File: config.mk
export PLATFORM = sky130hd
export DESIGN_NAME = mem_fill_check_flat
export DESIGN_NICKNAME = d
export VERILOG_FILES = /design/src/rtl/mem_fill_check_pkg.sv /design/src/rtl/mem_fill_check_if.sv /design/src/rtl/mem_err_tracker.sv /design/src/rtl/mem_fill_check.sv /design/src/flat_wrapper.sv
export SDC_FILE = /design/constraint.sdc
export NUM_CORES = 1
export LEC_CHECK = 0
export CORE_MARGIN = 2
export CORE_UTILIZATION = 48
export CTS_CLUSTER_DIAMETER = 100
export DETAILED_ROUTE_END_ITERATION = 7
export PLACE_DENSITY = 0.85
export SLEW_MARGIN = 20
export SYNTH_ARGS = -nofsm -noshare
export SYNTH_HDL_FRONTEND = slang
export SYNTH_SLANG_ARGS = --single-unit
export TNS_END_PERCENT = 5
File: constraint.sdc
create_clock -name clk -period 2.27 [get_ports clk]
set_input_delay 0.3405 -clock clk [delete_from_list [all_inputs] [get_ports clk]]
set_output_delay 0.3405 -clock clk [all_outputs]
set_load 0.02 [all_outputs]
File: src/rtl/mem_fill_check_pkg.sv
// Shared state codes, saturation limit and address-derived pattern for mem_fill_check.
package mem_fill_check_pkg;

  localparam logic [2:0] ST_IDLE  = 3'd0;
  localparam logic [2:0] ST_FILL  = 3'd1;
  localparam logic [2:0] ST_CHECK = 3'd2;
  localparam logic [2:0] ST_DRAIN = 3'd3;
  localparam logic [2:0] ST_DONE  = 3'd4;

  localparam logic [31:0] SAT_MAX = 32'hFFFF_FFFF;

  // Expected word for an address: (addr + seed) truncated to the memory width.
  function automatic logic [31:0] exp_pattern(input logic [31:0] addr,
                                              input logic [31:0] seed,
                                              input int unsigned width);
    logic [31:0] mask;
    mask = (width >= 32) ? SAT_MAX : ((32'd1 << width) - 32'd1);
    return (addr + seed) & mask;
  endfunction

endpackage

File: src/rtl/mem_fill_check_if.sv
// Simple dual-port memory bus between the fill/check initiator and a block-RAM wrapper.
interface mem_fill_check_if #(
  parameter int unsigned WID_MEM = 1
) ();

  logic [31:0]        raddr;
  logic [31:0]        waddr;
  logic [WID_MEM-1:0] din;
  logic               mem_we;
  logic [WID_MEM-1:0] dout;

  modport master (
    output raddr,
    output waddr,
    output din,
    output mem_we,
    input  dout
  );

  modport slave (
    input  raddr,
    input  waddr,
    input  din,
    input  mem_we,
    output dout
  );

endinterface

File: src/rtl/mem_err_tracker.sv
// Saturating event counter with capture of the address of the first event since clear.
module mem_err_tracker
  import mem_fill_check_pkg::*;
(
  input  logic        clk,
  input  logic        reset,
  input  logic        clear,
  input  logic        mismatch,
  input  logic [31:0] addr,
  output logic [31:0] count,
  output logic [31:0] first_addr,
  output logic        first_valid
);

  logic [31:0] count_q, count_d;
  logic [31:0] first_addr_q, first_addr_d;
  logic        first_valid_q, first_valid_d;

  always_comb begin
    count_d       = count_q;
    first_addr_d  = first_addr_q;
    first_valid_d = first_valid_q;
    if (clear) begin
      count_d       = '0;
      first_addr_d  = '0;
      first_valid_d = 1'b0;
    end else if (mismatch) begin
      if (count_q != SAT_MAX) begin
        count_d = count_q + 32'd1;
      end
      if (!first_valid_q) begin
        first_addr_d  = addr;
        first_valid_d = 1'b1;
      end
    end
  end

  always_ff @(posedge clk) begin
    if (reset) begin
      count_q       <= '0;
      first_addr_q  <= '0;
      first_valid_q <= 1'b0;
    end else begin
      count_q       <= count_d;
      first_addr_q  <= first_addr_d;
      first_valid_q <= first_valid_d;
    end
  end

  assign count       = count_q;
  assign first_addr  = first_addr_q;
  assign first_valid = first_valid_q;

endmodule

File: src/rtl/mem_fill_check.sv
// Fills a memory sweep range with an address pattern, reads it back and counts mismatches.
// Optional MEM_FILL_CHECK_SCRUB_EN rewrites failing words during CHECK and adds scrub_count.
module mem_fill_check
  import mem_fill_check_pkg::*;
#(
  parameter int unsigned WID_MEM   = 1,
  parameter int unsigned DEPTH_MEM = 16384,
  parameter int unsigned LAST_ADDR = DEPTH_MEM - 2,
  parameter int unsigned PARK_ADDR = DEPTH_MEM - 1,
  parameter int unsigned SEED      = 0
) (
  input  logic                    clk,
  input  logic                    reset,
  input  logic                    start,
  input  logic                    check_only,
  input  logic                    abort,
  mem_fill_check_if.master        mem,
  output logic                    busy,
  output logic                    done,
  output logic [31:0]             err_count,
  output logic [31:0]             first_err_addr,
  output logic                    first_err_valid
`ifdef MEM_FILL_CHECK_SCRUB_EN
  ,
  output logic [31:0]             scrub_count
`endif
);

  localparam int unsigned        AW      = (DEPTH_MEM > 2) ? $clog2(DEPTH_MEM) : 1;
  localparam logic [AW-1:0]      LAST_AW = AW'(LAST_ADDR);
  localparam logic [31:0]        PARK_W  = 32'(PARK_ADDR);
  localparam logic [31:0]        SEED_W  = 32'(SEED);

  logic [2:0]         state_q, state_d;
  logic [AW-1:0]      addr_q, addr_d;
  logic               busy_q, busy_d;
  logic               done_q, done_d;
  logic               mem_we_q, mem_we_d;
  logic [31:0]        waddr_q, waddr_d;
  logic [WID_MEM-1:0] din_q, din_d;
  logic [31:0]        raddr_q, raddr_d;
  logic               cmp_valid_q, cmp_valid_d;
  logic [31:0]        cmp_addr_q, cmp_addr_d;
  logic               clear_c;
  logic               mismatch;
  logic [WID_MEM-1:0] cmp_exp;

  // Read data for the address presented last cycle arrives now.
  assign cmp_exp  = WID_MEM'(exp_pattern(cmp_addr_q, SEED_W, WID_MEM));
  assign mismatch = cmp_valid_q && (mem.dout != cmp_exp);

`ifdef MEM_FILL_CHECK_SCRUB_EN
  logic        scrub_fire;
  logic [31:0] scrub_first_addr_unused;
  logic        scrub_first_valid_unused;
  assign scrub_fire = mismatch && !abort;
`endif

  always_comb begin
    state_d = state_q;
    addr_d  = addr_q;
    clear_c = 1'b0;
    case (state_q)
      ST_IDLE: begin
        if (start) begin
          clear_c = 1'b1;
          addr_d  = '0;
          state_d = check_only ? ST_CHECK : ST_FILL;
        end
      end
      ST_FILL, ST_CHECK: begin
        if (addr_q == LAST_AW) begin
          addr_d  = '0;
          state_d = (state_q == ST_FILL) ? ST_CHECK : ST_DRAIN;
        end else begin
          addr_d = addr_q + AW'(1);
        end
      end
      ST_DRAIN: state_d = ST_DONE;
      default:  state_d = ST_IDLE;
    endcase
    if (abort && busy_q) begin
      state_d = ST_IDLE;
      addr_d  = '0;
    end

    // Outputs are registered, so they are derived from the next state.
    busy_d   = (state_d == ST_FILL) || (state_d == ST_CHECK) || (state_d == ST_DRAIN);
    done_d   = (state_d == ST_DONE);
    mem_we_d = 1'b0;
    waddr_d  = PARK_W;
    din_d    = '0;
    raddr_d  = '0;
    if (state_d == ST_FILL) begin
      mem_we_d = 1'b1;
      waddr_d  = 32'(addr_d);
      din_d    = WID_MEM'(exp_pattern(32'(addr_d), SEED_W, WID_MEM));
    end
    if (state_d == ST_CHECK) begin
      raddr_d = 32'(addr_d);
    end
`ifdef MEM_FILL_CHECK_SCRUB_EN
    if (scrub_fire) begin
      mem_we_d = 1'b1;
      waddr_d  = cmp_addr_q;
      din_d    = cmp_exp;
    end
`endif
    cmp_valid_d = (state_q == ST_CHECK) && !abort;
    cmp_addr_d  = raddr_q;
  end

  always_ff @(posedge clk) begin
    if (reset) begin
      state_q     <= ST_IDLE;
      addr_q      <= '0;
      busy_q      <= 1'b0;
      done_q      <= 1'b0;
      mem_we_q    <= 1'b0;
      waddr_q     <= PARK_W;
      din_q       <= '0;
      raddr_q     <= '0;
      cmp_valid_q <= 1'b0;
      cmp_addr_q  <= '0;
    end else begin
      state_q     <= state_d;
      addr_q      <= addr_d;
      busy_q      <= busy_d;
      done_q      <= done_d;
      mem_we_q    <= mem_we_d;
      waddr_q     <= waddr_d;
      din_q       <= din_d;
      raddr_q     <= raddr_d;
      cmp_valid_q <= cmp_valid_d;
      cmp_addr_q  <= cmp_addr_d;
    end
  end

  mem_err_tracker u_err (
    .clk         (clk),
    .reset       (reset),
    .clear       (clear_c),
    .mismatch    (mismatch),
    .addr        (cmp_addr_q),
    .count       (err_count),
    .first_addr  (first_err_addr),
    .first_valid (first_err_valid)
  );

`ifdef MEM_FILL_CHECK_SCRUB_EN
  mem_err_tracker u_scrub (
    .clk         (clk),
    .reset       (reset),
    .clear       (clear_c),
    .mismatch    (scrub_fire),
    .addr        (cmp_addr_q),
    .count       (scrub_count),
    .first_addr  (scrub_first_addr_unused),
    .first_valid (scrub_first_valid_unused)
  );
`endif

  assign mem.raddr  = raddr_q;
  assign mem.waddr  = waddr_q;
  assign mem.din    = din_q;
  assign mem.mem_we = mem_we_q;
  assign busy       = busy_q;
  assign done       = done_q;

endmodule

File: src/flat_wrapper.sv
// flat-port wrapper written by rule: the top's interface ports become plain ports
module mem_fill_check_flat import mem_fill_check_pkg::*;
#(
  parameter int unsigned WID_MEM   = 1,
  parameter int unsigned DEPTH_MEM = 16384,
  parameter int unsigned LAST_ADDR = DEPTH_MEM - 2,
  parameter int unsigned PARK_ADDR = DEPTH_MEM - 1,
  parameter int unsigned SEED      = 0
)
  (clk, reset, start, check_only, abort, busy, done, err_count, first_err_addr, first_err_valid, mem_raddr, mem_waddr, mem_din, mem_mem_we, mem_dout);
  mem_fill_check_if #(.WID_MEM(WID_MEM)) mem_i ();
  input  logic clk;
  input  logic reset;
  input  logic start;
  input  logic check_only;
  input  logic abort;
  output logic busy;
  output logic done;
  output logic [31:0] err_count;
  output logic [31:0] first_err_addr;
  output logic first_err_valid;
  output wire logic [$bits(mem_i.raddr)-1:0] mem_raddr;
  output wire logic [$bits(mem_i.waddr)-1:0] mem_waddr;
  output wire logic [$bits(mem_i.din)-1:0] mem_din;
  output wire logic [$bits(mem_i.mem_we)-1:0] mem_mem_we;
  input wire logic [$bits(mem_i.dout)-1:0] mem_dout;
  assign mem_raddr = mem_i.raddr;
  assign mem_waddr = mem_i.waddr;
  assign mem_din = mem_i.din;
  assign mem_mem_we = mem_i.mem_we;
  assign mem_i.dout = mem_dout;
  mem_fill_check #(.WID_MEM(WID_MEM), .DEPTH_MEM(DEPTH_MEM), .LAST_ADDR(LAST_ADDR), .PARK_ADDR(PARK_ADDR), .SEED(SEED)) u_core (.clk(clk), .reset(reset), .start(start), .check_only(check_only), .abort(abort), .mem(mem_i), .busy(busy), .done(done), .err_count(err_count), .first_err_addr(first_err_addr), .first_err_valid(first_err_valid));
endmodule
-- Yosys cells after proc, flatten, opt, wreduce, memory -nomap -nowiden
Index checks and enable logic that the tools add are counted.
- flip-flop bits (word level): 183
- input bits: 6
- output and inout port bits: 133
- add/subtract/negate cells: 2
- eq/ne operators: 10
- mux-type cells: 13
- bitwise gates (word level): 3
- reduce and logical (&&, ||, !) cells: 13
- operators by type and width (kind ; count):
    $mux 14 ; 3
    $add 32x1->32 const B ; 1
    $ne 32x32->1 const B ; 1
    $pmux 14 s2 ; 1
    $add 14x1->14 const B ; 1
    $eq 14x14->1 const B ; 1
    $eq 3x2->1 const B ; 4
    $mux 3 ; 3
    $pmux 3 s3 ; 1
    $reduce_or 2->1 ; 4
    $eq 3x1->1 const B ; 2
    $mux 1 ; 4
    $reduce_and 2->1 ; 2
    $eq 3x3->1 const B ; 1
    $logic_and 1x1->1 ; 3
    $logic_not 3->1 ; 1
    $not 1->1 ; 3
    $logic_or 1x1->1 ; 2
    $mux 2 ; 1
    $logic_not 1->1 ; 1
    $ne 1x1->1 ; 1

-- Logic depth before layout (Yosys ltp)
- word-level depth: 8
- mapped depth: 9

-- Hierarchy
Synthesis repeated with hierarchy kept, for this count alone.
- cell total of the unflattened synthesis: 616
- area total of the unflattened synthesis: 5356.4 um^2
- by module, submodules not included (module ; instances ; cells an instance ; area an instance (um^2) ; sequential area each (um^2)):
    mem_err_tracker ; 1 ; 342 ; 2834.0 ; 1301.2
    mem_fill_check ; 1 ; 274 ; 2522.4 ; 1281.2

-- Worst setup path after synthesis
Ideal clock, no wire load.
- path type: reg2reg
- start point: register u_core.u_err.count_q[6] (netlist: u_core.u_err.count[6])
- end point: register u_core.u_err.count_q[25] (netlist: u_core.u_err.count[25])
- data arrival time: 2176 ps
- required time: 2199 ps
- path slack: 23 ps
- cell stages (with the launch flop): 6
- path buffers: 0
- cells stage by stage: dfxtp_1 > and4_4 > or4b_4 > or4_1 > or3_1 > a21oi_1
- word-level cells in the longest chain between the ends: 2
- ends and longest elaborated chain (item ; RTL line ; source):
    from (decl) ; mem_err_tracker.sv:15 ; logic [31:0] count_q, count_d;
    from (signal assigned) ; mem_err_tracker.sv:44 ; count_q <= count_d;
    branches (longest 2 deep; another with $add 32x1->32) ; - ;
Parallel ways; which one is timed is not known.
A chain may end at the register's enable or synchronous reset.

-- Worst setup path after layout
- start point: register u_core.u_err.count_q[8] (netlist: u_core.u_err.count[8])
- end point: register u_core.u_err.count_q[25] (netlist: u_core.u_err.count[25])
Same word-level chain as after synthesis.

==> flow_summary.toml <==
[clocking]
cts-root-buf = "clkbuf_8"
cts_tree = "yes"
htreeDepth = 3
cts.path.max_buffers = 2
cts.clk_slew.worst_paths_ns = 0.12
post_cts_buffers = 0
clock_latency_ns = 0.37
clkSinkCount = 111
cts_buffers = 9
cts_hold_buf = 0

[run_status]
outcome = "completed"

[global_route]
grt_overflow = 0
antenna_found_initial = 0
track_usage_pct = 21.69
grt_pass1_wl_um = 19560
grt_start_max_net_pins = 36
grt_pass1_vias = 4054

[min_path]
hold_class = "reg -> reg"

[power_and_ir_drop]
switching_share_pct = 27.73
power_leakage_nw = 2.192
pwr-share-seq_pct = 54.9
powerDensity_nw_per_um2 = 589.7
clkPwrFrac_pct = 35.3
ir_drop_v = 0.0003476
p_sw_mw = 1.007
p_int_mw = 2.624
combPwrFrac_pct = 9.8

[critical_path]
cp.required_ns = 2.58
cp.arrival_ns = 2.54
max_stage_delay_ns = 0.56
worstSetupPathType = "reg -> reg"
cp_cell_sequence = "and4_4, or4b_4, or4_1, or3_1, a21oi_1"
critical-path-top-delay-family = "simple AND/OR/NAND/NOR gates"
cp-start-kind = "flop"
critPathSlowestCell = "or4_1"
cp_max_fo = 8
cp_num_buf_inv = 0
crit_path_end_kind = "flop"

[routing]
drc = 0
viasPerCell = 5.366
dr_total_vias = 4373
drt_iter0_drc = 288
wirelength_um = 12230
wl_per_cell_um = 15.01
firstDrtPassIters = 5
antenna_left = 0

[floorplan]
dieArea_sq_um = 10970
initial_core_util_pct = 49.62
core_sq_um = 9819
io_pins = 139
die_height_um = 104.8
fp.dieW_um = 104.8
rows = 36

[logic_synthesis]
syn_area_per_cell_sq_um = 8.593
synth_cell_type_count = 53
synth_flop_cell = "dfxtp_1"
synth.top_cells.by_area = "dfxtp_1 46%, buf_4 8.3%, nand2_1 4.9%"
synth-edff-count = 0
synth_top_area_share_pct = 45.61
synth_top_area_cell = "dfxtp_1"
yosysMostFrequentCell = "dfxtp_1"
syn_area_sq_um = 4872
synth_warnings = 0
synth_commonest_cells = "111 x dfxtp_1, 63 x nand2_1, 54 x buf_4, 47 x nor2_1, 40 x a21oi_1"
yosys_register_bits = 111
ys_async_sr_fraction_pct = 0
seq_area_frac_synth_pct = 45.61
syn_inst = 567

[timing]
setup_tns_ns = 0
rsz0062_at_grt = "yes"
hold_ws_ns = 0.4379
slew_viol_final = 0
final.setup.worst_slack_ns = 0.03806
fin_skew_ns = 0.01954
setup_viol = 0
maxSlewHeadroom_pct = 63.77
fmax_mhz = 448.0
period_needed_ns = 2.232
timing.final.hold_violations = 0
period_share_pct = 98.32
worst_pin_slew_ns = 0.5410

[place]
gp_congestion = 0.8658
pre_cts_slack_ns = -0.06458
io_buffers = 84
dp_hpwl_um = 8968

[cells_and_area]
area_growth_pct = 26.37
nets = 686
num_antenna_cells = 0
final_layout_size_suffix_gt1_share_pct = 12.17

[flow_run]
cap_viol_max_count = 0
## stage by stage
| step | utilization (%) | total power, mW | cells | area, sq um |
|---|---|---|---|---|
| 2_1_floorplan | - | 2.333 | 620 | 5071 |
| 5_1_grt | 62.70 | 3.774 | 815 | 6157 |
| 3_5_place_dp | 60.00 | 2.374 | 798 | 5892 |
| 3_3_place_gp | 60.00 | 2.368 | 798 | 5892 |
| 6_report | 62.70 | 3.631 | 815 | 6157 |
| 4_1_cts | 62.28 | 3.638 | 814 | 6116 |
## state kept, by name, summed over array words and instances, names as in the netlist
| name | count |
|---|---|
| u_core.cmp_addr_q | 14 |
| u_core.addr_q | 14 |
| u_core.busy | 1 |
| u_core.cmp_valid_q | 1 |
| u_core.u_err.first_addr | 14 |
| u_core.mem.raddr | 14 |
| u_core.u_err.count | 32 |
| u_core.mem.waddr | 14 |
| u_core.mem.mem_we | 1 |
| u_core.u_err.first_valid | 1 |
| u_core.state_q | 3 |
| u_core.done | 1 |
| u_core.mem.din | 1 |
## power by group through the flow
| stage | clock network, mW | registers, mW | logic, mW |
|---|---|---|---|
| floorplan | 0 | 2.06 | 0.276 |
| global placement | 0 | 2.04 | 0.333 |
| detailed placement | 0 | 2.04 | 0.337 |
| CTS | 1.31 | 1.99 | 0.338 |
| global route | 1.39 | 2.00 | 0.383 |
| finish | 1.28 | 1.99 | 0.355 |
## logic make-up after synthesis
kind of cell,count (synthesis),synth area share (%)
AND/OR/NAND/NOR,253,27.76
flip-flops,111,45.61
multiplexers,3,0.6420
XOR/XNOR,9,1.618
AO/OA/AOI/OAI,98,12.28
adder cells (fa/ha/maj),3,0.7705
other,1,0.07697
buffers and inverters,89,11.25
## worst reg2reg max path: cells and delay by family, from the launching register on
kind / cells / cell delay (ns)
AO/OA/AOI/OAI: 1 / 0.15
AND/OR/NAND/NOR: 4 / 1.64
flip-flops: 1 / 0.38
## area by class of cell
class	instances	area, sq um
fill	846	3662
timing repair buffer	127	1176
clock buffer	9	123.9
clock inverter	7	96.34
timing repair inverter	1	7.507
inverter	7	30.03
tap	133	166.4
multi-input combinational	420	2328
sequential	111	2228
## layout by cell type (no fill, tap or decap), drive strengths merged, types with 4 or more instances in the layout
| cell type | n |
|---|---|
| dfxtp | 111 |
| clkdlybuf4s50 | 84 |
| nand2 | 63 |
| conb | 54 |
| nor2 | 47 |
| buf | 43 |
| a21oi | 40 |
| o21ai | 21 |
| nand3 | 20 |
| nor2b | 19 |
| o31ai | 16 |
| or4 | 14 |
| or3 | 13 |
| nand4 | 12 |
| nor4 | 11 |
| nor3 | 10 |
| and3 | 10 |
| inv | 10 |
| clkbuf | 9 |
| xnor2 | 8 |
| and2 | 8 |
| and4 | 8 |
| nor4b | 7 |
| o311ai | 6 |
| or2 | 4 |
## path summary, 6_finish.rpt
| check | from | to | slack, ns | cells after the start |
|---|---|---|---|---|
| worst min-delay path | u_core.cmp_addr_q[4] | u_core.u_err.first_addr[4] | 0.44 | 2 |
| worst max-delay path | u_core.u_err.count[8] | u_core.u_err.count[25] | 0.04 | 5 |
| worst max register to register | u_core.u_err.count[8] | u_core.u_err.count[25] | 0.04 | 5 |
| worst min register to register | u_core.cmp_addr_q[4] | u_core.u_err.first_addr[4] | 0.44 | 2 |
## routing by layer
metal / part of all wire, % / global-route usage (%)
met5: 0 / 0
met2: 48 / 35.58
met4: 2.5 / 9.714
met1: 43 / 27.89
met3: 6.5 / 3.805
## what timing repair did
| action | in CTS | in global routing |
|---|---|---|
| gates resized for setup | 1 | 11 |
| endpoints found under the setup margin | 12 | 32 |
| cloned | 0 | 1 |
No activity file was read; power rests on OpenSTA's default activity.
